### config.mk
export PLATFORM = sky130hd
export DESIGN_NAME = fetch_pc_unit
export DESIGN_NICKNAME = d
export VERILOG_FILES = /design/src/rtl/fetch_pc_unit_pkg.sv /design/src/rtl/fetch_if_id_reg.sv /design/src/rtl/fetch_pc_unit.sv
export SDC_FILE = /design/constraint.sdc
export NUM_CORES = 1
export LEC_CHECK = 0
export CAP_MARGIN = 0
export CORE_ASPECT_RATIO = 0.6
export CORE_UTILIZATION = 40
export CTS_CLUSTER_SIZE = 25
export DETAILED_ROUTE_END_ITERATION = 10
export PLACE_DENSITY = 0.75
export SLEW_MARGIN = 40
export SYNTH_ARGS = -nofsm -noshare
export SYNTH_HDL_FRONTEND = slang
export SYNTH_SLANG_ARGS = --single-unit
### constraint.sdc
create_clock -name clock -period 3.4 [get_ports clock]
set_input_delay 0.68 -clock clock [delete_from_list [all_inputs] [get_ports clock]]
set_output_delay 0.68 -clock clock [all_outputs]
set_load 0.01 [all_outputs]
### src/rtl/fetch_pc_unit_pkg.sv
// Shared fetch-stage definitions: FSM state encodings, NOP word, IVT base default, PC step.
package fetch_pc_unit_pkg;

  typedef enum logic {
    FETCH_BOOT = 1'b0,
    FETCH_RUN  = 1'b1
  } fetch_state_e;

  localparam logic [31:0] NOP_INSTR        = 32'h0000_0000;
  localparam logic [31:0] IVT_BASE_DEFAULT = 32'h0000_0180;
  localparam logic [31:0] PC_INCR          = 32'd4;

  function automatic logic [31:0] word_align(input logic [31:0] addr);
    return {addr[31:2], 2'b00};
  endfunction

endpackage

### src/rtl/fetch_if_id_reg.sv
// IF/ID pipeline latch: instruction, its address and a valid bit; 1-cycle capture.
// Flush wins over load; with neither asserted the contents hold (stall).
module fetch_if_id_reg
  import fetch_pc_unit_pkg::*;
(
  input  logic        clock,
  input  logic        reset_n,
  input  logic        load,
  input  logic        flush,
  input  logic [31:0] instr_in,
  input  logic [31:0] pc_in,
  output logic [31:0] if_instr,
  output logic [31:0] if_pc,
  output logic        if_valid
);

  logic [31:0] instr_q, instr_d;
  logic [31:0] ipc_q, ipc_d;
  logic        valid_q, valid_d;

  always_comb begin
    instr_d = instr_q;
    ipc_d   = ipc_q;
    valid_d = valid_q;
    if (flush) begin
      // if_pc is kept so the flushed slot's address stays observable
      instr_d = NOP_INSTR;
      valid_d = 1'b0;
    end else if (load) begin
      instr_d = instr_in;
      ipc_d   = pc_in;
      valid_d = 1'b1;
    end
  end

  always_ff @(posedge clock or negedge reset_n) begin
    if (!reset_n) begin
      instr_q <= NOP_INSTR;
      ipc_q   <= 32'h0;
      valid_q <= 1'b0;
    end else begin
      instr_q <= instr_d;
      ipc_q   <= ipc_d;
      valid_q <= valid_d;
    end
  end

  assign if_instr = instr_q;
  assign if_pc    = ipc_q;
  assign if_valid = valid_q;

endmodule

### src/rtl/fetch_pc_unit.sv
// Program counter, boot/run FSM, redirect (branch with delay slot, IVT exception) and IF/ID latch.
// Optional FETCH_TRACE_EN macro adds a simulation trace of fetches and redirects.
module fetch_pc_unit
  import fetch_pc_unit_pkg::*;
#(
  parameter logic [31:0] IVT_BASE_ADDR = IVT_BASE_DEFAULT,
  parameter int          CAUSE_W       = 5
) (
  input  logic               clock,
  input  logic               reset_n,
  input  logic [31:0]        start_addr,
  input  logic [31:0]        mem_instruction,
  input  logic               stall,
  input  logic               branch_taken,
  input  logic [31:0]        branch_target,
  input  logic               exc_req,
  input  logic [CAUSE_W-1:0] exc_cause,
  output logic [31:0]        pc,
  output logic [31:0]        if_instr,
  output logic [31:0]        if_pc,
  output logic               if_valid,
  output logic [31:0]        epc,
  output logic               misalign_fault
);

  fetch_state_e state_q, state_d;
  logic [31:0]  pc_q, pc_d;
  logic [31:0]  epc_q, epc_d;
  logic         mis_q, mis_d;
  logic         ifid_load, ifid_flush;
  logic [31:0]  vec_addr;

  assign vec_addr = IVT_BASE_ADDR + {{(30-CAUSE_W){1'b0}}, exc_cause, 2'b00};

  always_comb begin
    state_d    = state_q;
    pc_d       = pc_q;
    epc_d      = epc_q;
    mis_d      = 1'b0;
    ifid_load  = 1'b0;
    ifid_flush = 1'b0;
    if (state_q == FETCH_BOOT) begin
      pc_d       = word_align(start_addr);
      ifid_flush = 1'b1;
      state_d    = FETCH_RUN;
    end else if (exc_req) begin
      epc_d      = if_pc;
      pc_d       = vec_addr;
      ifid_flush = 1'b1;
    end else if (!stall) begin
      // a taken branch still captures the current fetch: that is the delay slot
      ifid_load = 1'b1;
      if (branch_taken) begin
        pc_d  = word_align(branch_target);
        mis_d = |branch_target[1:0];
      end else begin
        pc_d = pc_q + PC_INCR;
      end
    end
  end

  always_ff @(posedge clock or negedge reset_n) begin
    if (!reset_n) begin
      state_q <= FETCH_BOOT;
      pc_q    <= 32'h0;
      epc_q   <= 32'h0;
      mis_q   <= 1'b0;
    end else begin
      state_q <= state_d;
      pc_q    <= pc_d;
      epc_q   <= epc_d;
      mis_q   <= mis_d;
    end
  end

  fetch_if_id_reg u_if_id (
    .clock    (clock),
    .reset_n  (reset_n),
    .load     (ifid_load),
    .flush    (ifid_flush),
    .instr_in (mem_instruction),
    .pc_in    (pc_q),
    .if_instr (if_instr),
    .if_pc    (if_pc),
    .if_valid (if_valid)
  );

  assign pc             = pc_q;
  assign epc            = epc_q;
  assign misalign_fault = mis_q;

`ifdef FETCH_TRACE_EN
  always @(posedge clock) begin
    if (reset_n && state_q == FETCH_RUN) begin
      if (exc_req)
        $display("%0t EXC pc=%h", $time, pc_d);
      else if (!stall) begin
        $display("%0t FETCH pc=%h instr=%h", $time, pc_q, mem_instruction);
        if (branch_taken)
          $display("%0t BRANCH pc=%h", $time, pc_d);
      end
    end
  end
`endif

endmodule

== Yosys cells after proc, flatten, opt, wreduce, memory -nomap -nowiden ==
Cells that the tools add are included.
Storage, ports and cells
  output and inout bits: 130
  logic and storage cells: 32
  bits of input ports: 106
  register bits after elaboration: 131
Cells by class
  eq/ne operators: 1
  multiplexer cells: 17
  $add $sub $neg: 2
  reduce and logical (&&, ||, !) cells: 4
  bitwise gates (word level): 1
Operator list (count)
  $mux 32: 6
  $add 32x3->32 const B: 1
  $mux 1: 11
  $add 9x7->10 const A: 1
  $reduce_and 2->1: 2
  $ne 3x3->1 const B: 1
  $reduce_bool 2->1: 1
  $reduce_or 2->1: 1
  $not 1->1: 1

== Longest topological paths before layout ==
Gate-level depths: netlist (run 1).
  depth in word-level cells: 5
  gate-level depth with buffers: 9
  gate-level depth less buffers: 7

== Cells and area by module ==
From an unflattened synthesis (run 1), not the netlist that was laid out.
Unflattened totals
  cells, all modules: 540
  area, all modules: 6232.2 um2
Modules (own cells, without submodules)
  fetch_pc_unit: instances 1, cells an instance 364, area an instance 3583.4 um2
  fetch_if_id_reg: instances 1, cells an instance 176, area an instance 2648.8 um2

== Worst setup path before layout (run 1) ==
No wires, ideal clock.
  path kind: input -> register
  start: input port exc_req
  end: register u_if_id.ipc_q[10] (netlist: u_if_id.if_pc[10])
  arrival: 1815 ps
  path buffers: 3
  slack: 1460 ps
  data required time: 3275 ps
  stages on the path: 6
  library setup time: 125 ps
  path through: nand2b_4 clkbuf_8 nor2_1 buf_2 buf_2 mux2_2
On the way
  word-level cells in the longest chain between the ends: 4
RTL lines
  start, declared: line fetch_pc_unit.sv:16  | input logic exc_req,
  $mux 1: line fetch_pc_unit.sv:46  | end else if (exc_req) begin
  $mux 1: line fetch_pc_unit.sv:42  | if (state_q == FETCH_BOOT) begin
  $not 1->1 (no source line)
  $reduce_and 2->1 (no source line) *
  end signal, assigned: line fetch_if_id_reg.sv:43  | ipc_q <= ipc_d;
  end, declared: line fetch_if_id_reg.sv:18  | logic [31:0] ipc_q, ipc_d;
Mark *: on every way between the ends. The rest lies on a longest branch, timed or not.
A chain may end at the register's enable or synchronous reset.

== Final worst setup path (run 1) ==
  start: register pc_q[19] (netlist: pc[19])
  end: output port pc[19]
RTL lines
  start, declared: line fetch_pc_unit.sv:27  | logic [31:0] pc_q, pc_d;
  start signal, assigned: line fetch_pc_unit.sv:70  | pc_q <= pc_d;
  end, declared: line fetch_pc_unit.sv:18  | output logic [31:0] pc,
No word-level cell between the ends.

==> results of run 1 <==
==> cells by family (layout without fill, tap and decap cells) <==
| family | after synthesis | after routing |
|---|---|---|
| other | 2 | 7 |
| multiplexers | 95 | 95 |
| flip-flops | 125 | 125 |
| AND/OR/NAND/NOR | 126 | 126 |
| XOR/XNOR | 17 | 17 |
| adder cells (fa/ha/maj) | 1 | 1 |
| AO/OA/AOI/OAI | 104 | 104 |
| buffers and inverters | 43 | 280 |
==> metrics by stage <==
step           utilization, %  std cells  cell area (um2)  hold slack, ns
6_report                63.94        947             8950          0.1739
3_3_place_gp            59.52        915             8332          0.4660
4_1_cts                 63.74        946             8922          0.3823
5_1_grt                 63.94        947             8950          0.1956
3_5_place_dp            59.60        915             8342          0.4777
2_1_floorplan               -        518             5896          0.3844
==> path summary, 6_finish.rpt <==
kind,end,start,depth (start not counted),slack (ns)
max,pc[19],pc[19]$_DFFE_PN0P_,1,1.16
min,u_if_id.if_pc[2]$_DFFE_PN0P_,reset_n,1,0.17
max reg2reg,pc[28]$_DFFE_PN0P_,pc[2]$_DFFE_PN0P_,7,1.18
min reg2reg,u_if_id.if_valid$_DFFE_PN0P_,u_if_id.if_valid$_DFFE_PN0P_,1,0.50
max in group asynchronous,u_if_id.if_instr[26]$_DFFE_PN0P_,reset_n,3,2.35
min in group clock,u_if_id.if_valid$_DFFE_PN0P_,u_if_id.if_valid$_DFFE_PN0P_,1,0.50
==> cell usage after synthesis, drive strengths merged (3+ instances only) <==
cell type / count
a21o: 4
a21oi: 27
a22o: 9
a22oi: 6
a31oi: 5
and3: 3
and4: 4
buf: 17
clkbuf: 21
dfrtp: 125
inv: 4
mux2: 60
mux2i: 35
nand2: 32
nand2b: 3
nand3: 9
nand4: 7
nor2: 53
nor2b: 3
nor3: 3
o21a: 3
o21ai: 30
o22ai: 4
or3: 3
xnor2: 9
xor2: 8
==> power groups by stage <==
stage / clock network, uW / registers, uW / logic [uW]
floorplan: 0 / 1990 / 357
global placement: 0 / 1910 / 1120
detailed placement: 0 / 1930 / 1150
CTS: 1820 / 1900 / 1150
global route: 1900 / 1940 / 1220
finish: 1790 / 1900 / 1140
==> metal layers <==
layer / part of all wire, % / GRT usage (%) / wire length, um
met1: 45 / 32.94 / 8077
met2: 45 / 36.81 / 8061
met3: 8.3 / 8.149 / 1484
met4: 0.90 / 6.250 / 160
met5: 0 / 0 / 0
==> sequential cells by signal, indices dropped and copies added (netlist names) <==
| name | flops |
|---|---|
| u_if_id.if_pc | 30 |
| u_if_id.if_instr | 32 |
| u_if_id.if_valid | 1 |
| state_q | 1 |
| pc | 30 |
| epc | 30 |
| misalign_fault | 1 |
==> layout make-up <==
class / count / area [um2]
fill: 1096 / 5047
sequential: 125 / 3128
multi-input combinational: 350 / 2550
timing repair buffer: 244 / 2432
tap: 192 / 240.2
inverter: 5 / 18.77
clock inverter: 12 / 147.6
clock buffer: 19 / 432.9
==> out/qor.yml, run 1 <==
cells_and_area:
  final_common_cell: "clkdlybuf4s50_1"
  diodes: 0
  layout.nets: 850
  drive_gt1_share_pct: 16.29
  area_growth_pct: 52.29
  final_cell_mix: "225 x clkdlybuf4s50_1, 125 x dfrtp_1, 60 x mux2_2"
pwr:
  swShare_pct: 26.40
  pwr-share-clk_pct: 37.1
  p_seq_share_pct: 39.3
  powerDensity_mw_per_mm2: 540.8
  cellInternalPower_uw: 3562
  power.leakage_uw: 0.003813
  p_total_uw: 4840
  combPwrFrac_pct: 23.6
  p_sw_uw: 1278
  peakVddDrop_v: 0.0003384
cts:
  hold_buffers: 0
  cts.sinks: 125
  numCtsBuffers: 17
  clock_path_buffers: 2
  path_clk_slew_ns: 0.06
  postCtsSetupRepairBufs: 0
  htree_num_levels: 4
  cts_resized: 0
  cts_tree: "yes"
  cts.root.buffer_cell: "clkbuf_16"
  clk_latency_ns: 0.41
timing:
  fin_crit_sh_pct: 65.85
  timing.slew.headroom_pct: 59.55
  grt_setup_unrepaired: "false"
  setup_violations: 0
  slew_viol_final: 0
  worst_slack_ns: 1.161
  final_hold_viol_count: 0
  max_freq_mhz: 446.7
  tns_ns: 0
  finalCriticalPeriod_ns: 2.239
  tightest_slew_ns: 0.6018
  skew_ns: 0.01258
critical_path:
  cp-start-kind: "flop"
  required_ns: 2.72
  critPathKind: "reg2out"
  critPathMaxFanout: 8
  cp_slowest_cell: "clkdlybuf4s50_1"
  slowest_delay_ns: 0.61
  crit_buf_inv: 1
  arrival_ns: 1.56
  crit_family: "buffers and inverters"
  cp_cell_sequence: "clkdlybuf4s50_1"
  end_kind: "primary output"
grt:
  track_usage_pct: 24.16
  grt_first_pass_wirelength_um: 27500
  grt_pass1_vias: 5095
  antenna_found_initial: 0
  globalRouteOverflowTotal: 0
  grt_max_degree: 112
floorplan:
  start_util_pct: 41.99
  die_x_um: 158.5
  core_mm2: 0.01400
  fp-row-count: 33
  io_pins: 236
  dieArea_mm2: 0.01520
  die_y_um: 95.89
yosys:
  yosysUniqueCellTypes: 59
  yosys.area_share.adder_pct: 0.2129
  synth_area_leader_cell: "dfrtp_1"
  synth_edf_count: 0
  synth_area_leaders: "dfrtp_1 53%, mux2_2 11%, mux2i_1 6.0%"
  synthSimpleGateAreaFrac_pct: 10.96
  synthMuxAreaShare_pct: 17.46
  synth.cell_area_mm2: 0.005877
  synth-xor-area-share_pct: 2.534
  synthFlopType: "dfrtp_1"
  synth_top_area_share_pct: 53.23
  synth_warnings: 0
  ys_ff_latch: 125
  synth.avg_cell_area_um2: 11.46
  async_flop_share_pct: 100.0
  synth_compound_area_share_pct: 11.41
  syn_inst: 513
  synth_top_family_by_area: "multiplexers"
  yosysSeqAreaShare_pct: 53.23
drt:
  dr_total_vias: 4977
  drtIter0Drc: 257
  wl_per_cell_um: 18.78
  ant_nets: 0
  vias_per_cell: 5.256
  wl_um: 17780
  drc_errors: 0
  dr.pass1.iters: 5
placed_design:
  gp_congestion: 0.8077
  dp_hpwl_um: 12900
  placement.setup.worst_slack_ns: 1.017
  io_buffers: 227
hold_path:
  hp-class: "in2async"
run:
  maxCapViolCount: 0
status:
  outcome: "finished, final reports clean"
Power figures use the tool's default switching activity.
==> run 2: changes to the inputs <==
==> constraint.sdc (replaced) <==
create_clock -name clock -period 2.3 [get_ports clock]
set_input_delay 0.46 -clock clock [delete_from_list [all_inputs] [get_ports clock]]
set_output_delay 0.46 -clock clock [all_outputs]
set_load 0.01 [all_outputs]
==> run 2 against run 1 <==
  * Power up 49%
  * Count of clock-buffer cells in the layout increased by 2
  * Sequential share of layout area shrank 0.51 points
  * Combinational power is 52% higher
  * Critical path type is now reg2reg
  * Wire length about the same
  * Die area stayed put
  * Sequential cell count unchanged
  * Utilization up 0.95 points
  * First-iteration DRC count up 19%
  * Final area rose by 1.5%
  * Clock skew down 0.0067 ns
  * Worst hold slack better by 0.32 ns
==> out/qor.yml, run 2 (synthesized netlist as in run 1, its figures left out) <==
status:
  outcome: "finished, final reports clean"
timing:
  fin_crit_sh_pct: 87.69
  grt_setup_unrepaired: "false"
  skew_ns: 0.005845  # -0.006731 ns
  slew_viol_final: 0  # unchanged
  holdWs_ns: 0.4910  # +0.3172 ns
  worst_slack_ns: 0.2831  # -0.8782 ns
  tns_ns: 0  # unchanged
  finalCriticalPeriod_ns: 2.017
  timing.slew.headroom_pct: 64.21  # +4.7 points
  max_freq_mhz: 495.8
  final_hold_viol_count: 0  # unchanged
  tightest_slew_ns: 0.5368  # -0.06498 ns
  setup_violations: 0  # unchanged
critical_path:
  cp-start-kind: "flop"
  required_ns: 2.64  # -0.08 ns
  worstReg2RegStart: "pc[4]$_DFFE_PN0P_"
  reg2reg_slack_ns: 0.28  # -0.90 ns
  reg2reg_to: "pc[25]$_DFFE_PN0P_"
  rr_worst_depth: 5  # -2
  end_kind: "flop"
  arrival_ns: 2.36  # +0.80 ns
  critPathMaxFanout: 7  # -1
  critPathKind: "reg2reg"
hold_path:
  worstHoldEndpoint: "u_if_id.if_valid$_DFFE_PN0P_"
  worstHoldPathCells: 1
  worstHoldStart: "u_if_id.if_valid$_DFFE_PN0P_"
  hp-class: "reg2reg"
cells_and_area:
  fin_cells: 961  # +1.5%
  final_cell_mix: "225 x clkdlybuf4s50_1, 125 x dfrtp_1, 60 x mux2_2"
  drive_gt1_share_pct: 17.56  # +1.3 points
  final_common_cell: "clkdlybuf4s50_1"
  layout.nets: 863  # +1.5%
  nFillCells: 1066  # -2.7%
  stdcell_area_mm2: 0.009082  # +1.5%
  diodes: 0  # unchanged
  seqCellArea_mm2: 0.003128  # unchanged
  largest_reg_flops: 32  # unchanged
  area_growth_pct: 54.55
  multi_input_area_mm2: 0.002544  # -0.25%
cts:
  path_clk_slew_ns: 0.06  # about the same
  cts_resized: 0  # unchanged
  cts_tree: "yes"
  cts.root.buffer_cell: "clkbuf_16"
  numCtsBuffers: 17  # unchanged
  clock_path_buffers: 2  # unchanged
  htree_num_levels: 4  # unchanged
  cts.sinks: 125  # unchanged
  clk_latency_ns: 0.41  # about the same
placed_design:
  gp_congestion: 0.8237  # +2.0%
  io_buffers: 227  # unchanged
  placement.setup.worst_slack_ns: 0.1731  # -0.8438 ns
  postPlaceCellArea_mm2: 0.008479  # +1.6%
  placedCellCount: 928  # +1.4%
  dp_hpwl_um: 13110  # +1.6%
drt:
  wl_um: 17770  # about the same
  ant_nets: 0  # unchanged
  wl_per_cell_um: 18.49  # -1.5%
  drc_errors: 0  # unchanged
  drtIter0Drc: 305  # +19%
  dr.pass1.iters: 5  # unchanged
  dr_total_vias: 5041  # +1.3%
  vias_per_cell: 5.246  # -0.19%
floorplan:
  die_x_um: 158.5  # unchanged
  core_mm2: 0.01400  # unchanged
  start_util_pct: 41.99  # unchanged
  io_pins: 236  # unchanged
  dieArea_mm2: 0.01520  # unchanged
  fp-row-count: 33  # unchanged
  die_y_um: 95.89  # unchanged
grt:
  track_usage_pct: 24.40  # +0.23 points
  grt_pass1_vias: 5181  # +1.7%
  antenna_found_initial: 0  # unchanged
  globalRouteOverflowTotal: 0  # unchanged
  grt_first_pass_wirelength_um: 27810  # +1.1%
  grt_max_degree: 59  # -47%
run:
  maxCapViolCount: 0  # unchanged
pwr:
  peakVddDrop_v: 0.0005218  # +54%
  powerDensity_mw_per_mm2: 794.6  # +47%
  power.leakage_uw: 0.003886  # +1.9%
==> run 2: changes by cell type in the layout (fill, tap and decap cells not counted), sizes merged <==
cell | before | now
buf | 19 | 31
clkbuf | 19 | 21
clkinv | 8 | 7
dlygate4sd3 | 0 | 1
==> run 2: layout make-up <==
| class | count | share of cell area [%] |
|---|---|---|
| flip-flops and latches | 125 | 34.44 |
| repair buffers | 257 | 28.17 |
| multi-input cells | 350 | 28.01 |
| clock buffers | 21 | 4.959 |
| well taps | 192 | 2.645 |
| clock inverters | 11 | 1.570 |
| inverters | 5 | 0.2066 |
==> run 2: what timing repair did <==
| item | CTS | global route |
|---|---|---|
| setup buffers | 0 | 0 |
| endpoints found under the hold margin | 41 | 0 |
| hold buffers | 1 | 0 |
==> run 2: worst max-delay path by stage <==
stage                             startpoint            endpoint  slack [ns]
after floorplan            pc[2]$_DFFE_PN0P_  pc[24]$_DFFE_PN0P_        0.49
after global placement               exc_req  pc[12]$_DFFE_PN0P_        0.21
after detailed placement             exc_req  pc[21]$_DFFE_PN0P_        0.17
after CTS                 pc[19]$_DFFE_PN0P_              pc[19]        0.27
after global routing       pc[4]$_DFFE_PN0P_  pc[25]$_DFFE_PN0P_        0.16
final                      pc[4]$_DFFE_PN0P_  pc[25]$_DFFE_PN0P_        0.28
==> run 2: where the power goes <==
group	total [uW]	internal (uW)	switching (uW)
Sequential	2800	2530	262
Clock	2700	1730	969
Combinational	1730	1060	661
Total	7220	5330	1890
==> run 2: critical path, stage by stage, from the launching register on <==
cell	delay, ns
dfrtp_1	0.50
nand3_2	0.22
nor2_1	0.40
nand3b_1	0.28
or4_1	0.46
nand3_1	0.09
==> run 2: metrics by stage <==
step           power, uW  utilization (%)
6_report            7217            64.89
3_5_place_dp        4564            60.58
4_1_cts             7295            64.89
5_1_grt             7555            64.89
2_1_floorplan       3471                -
3_3_place_gp        4509            60.58
==> run 2: routing by layer <==
metal | vias to the layer above | routed length, um | part of all wire, % | global-route usage (%)
met2 | 213 | 7915 | 45 | 37.17
met5 | - | 0 | 0 | 0
li1 | 2318 | - | - | -
met3 | 17 | 1437 | 8.1 | 7.789
met1 | 2493 | 8224 | 46 | 33.57
met4 | 0 | 193 | 1.1 | 6.250
==> run 3: changes to the inputs <==
--- a/config.mk
+++ b/config.mk
@@ -11,6 +11,7 @@
 export CTS_CLUSTER_SIZE = 25
 export DETAILED_ROUTE_END_ITERATION = 10
 export PLACE_DENSITY = 0.75
+export SKIP_LAST_GASP = 1
 export SLEW_MARGIN = 40
 export SYNTH_ARGS = -nofsm -noshare
 export SYNTH_HDL_FRONTEND = slang
==> results of run 3 <==
No change in the layout: final DEF, timing and power equal those of run 2.
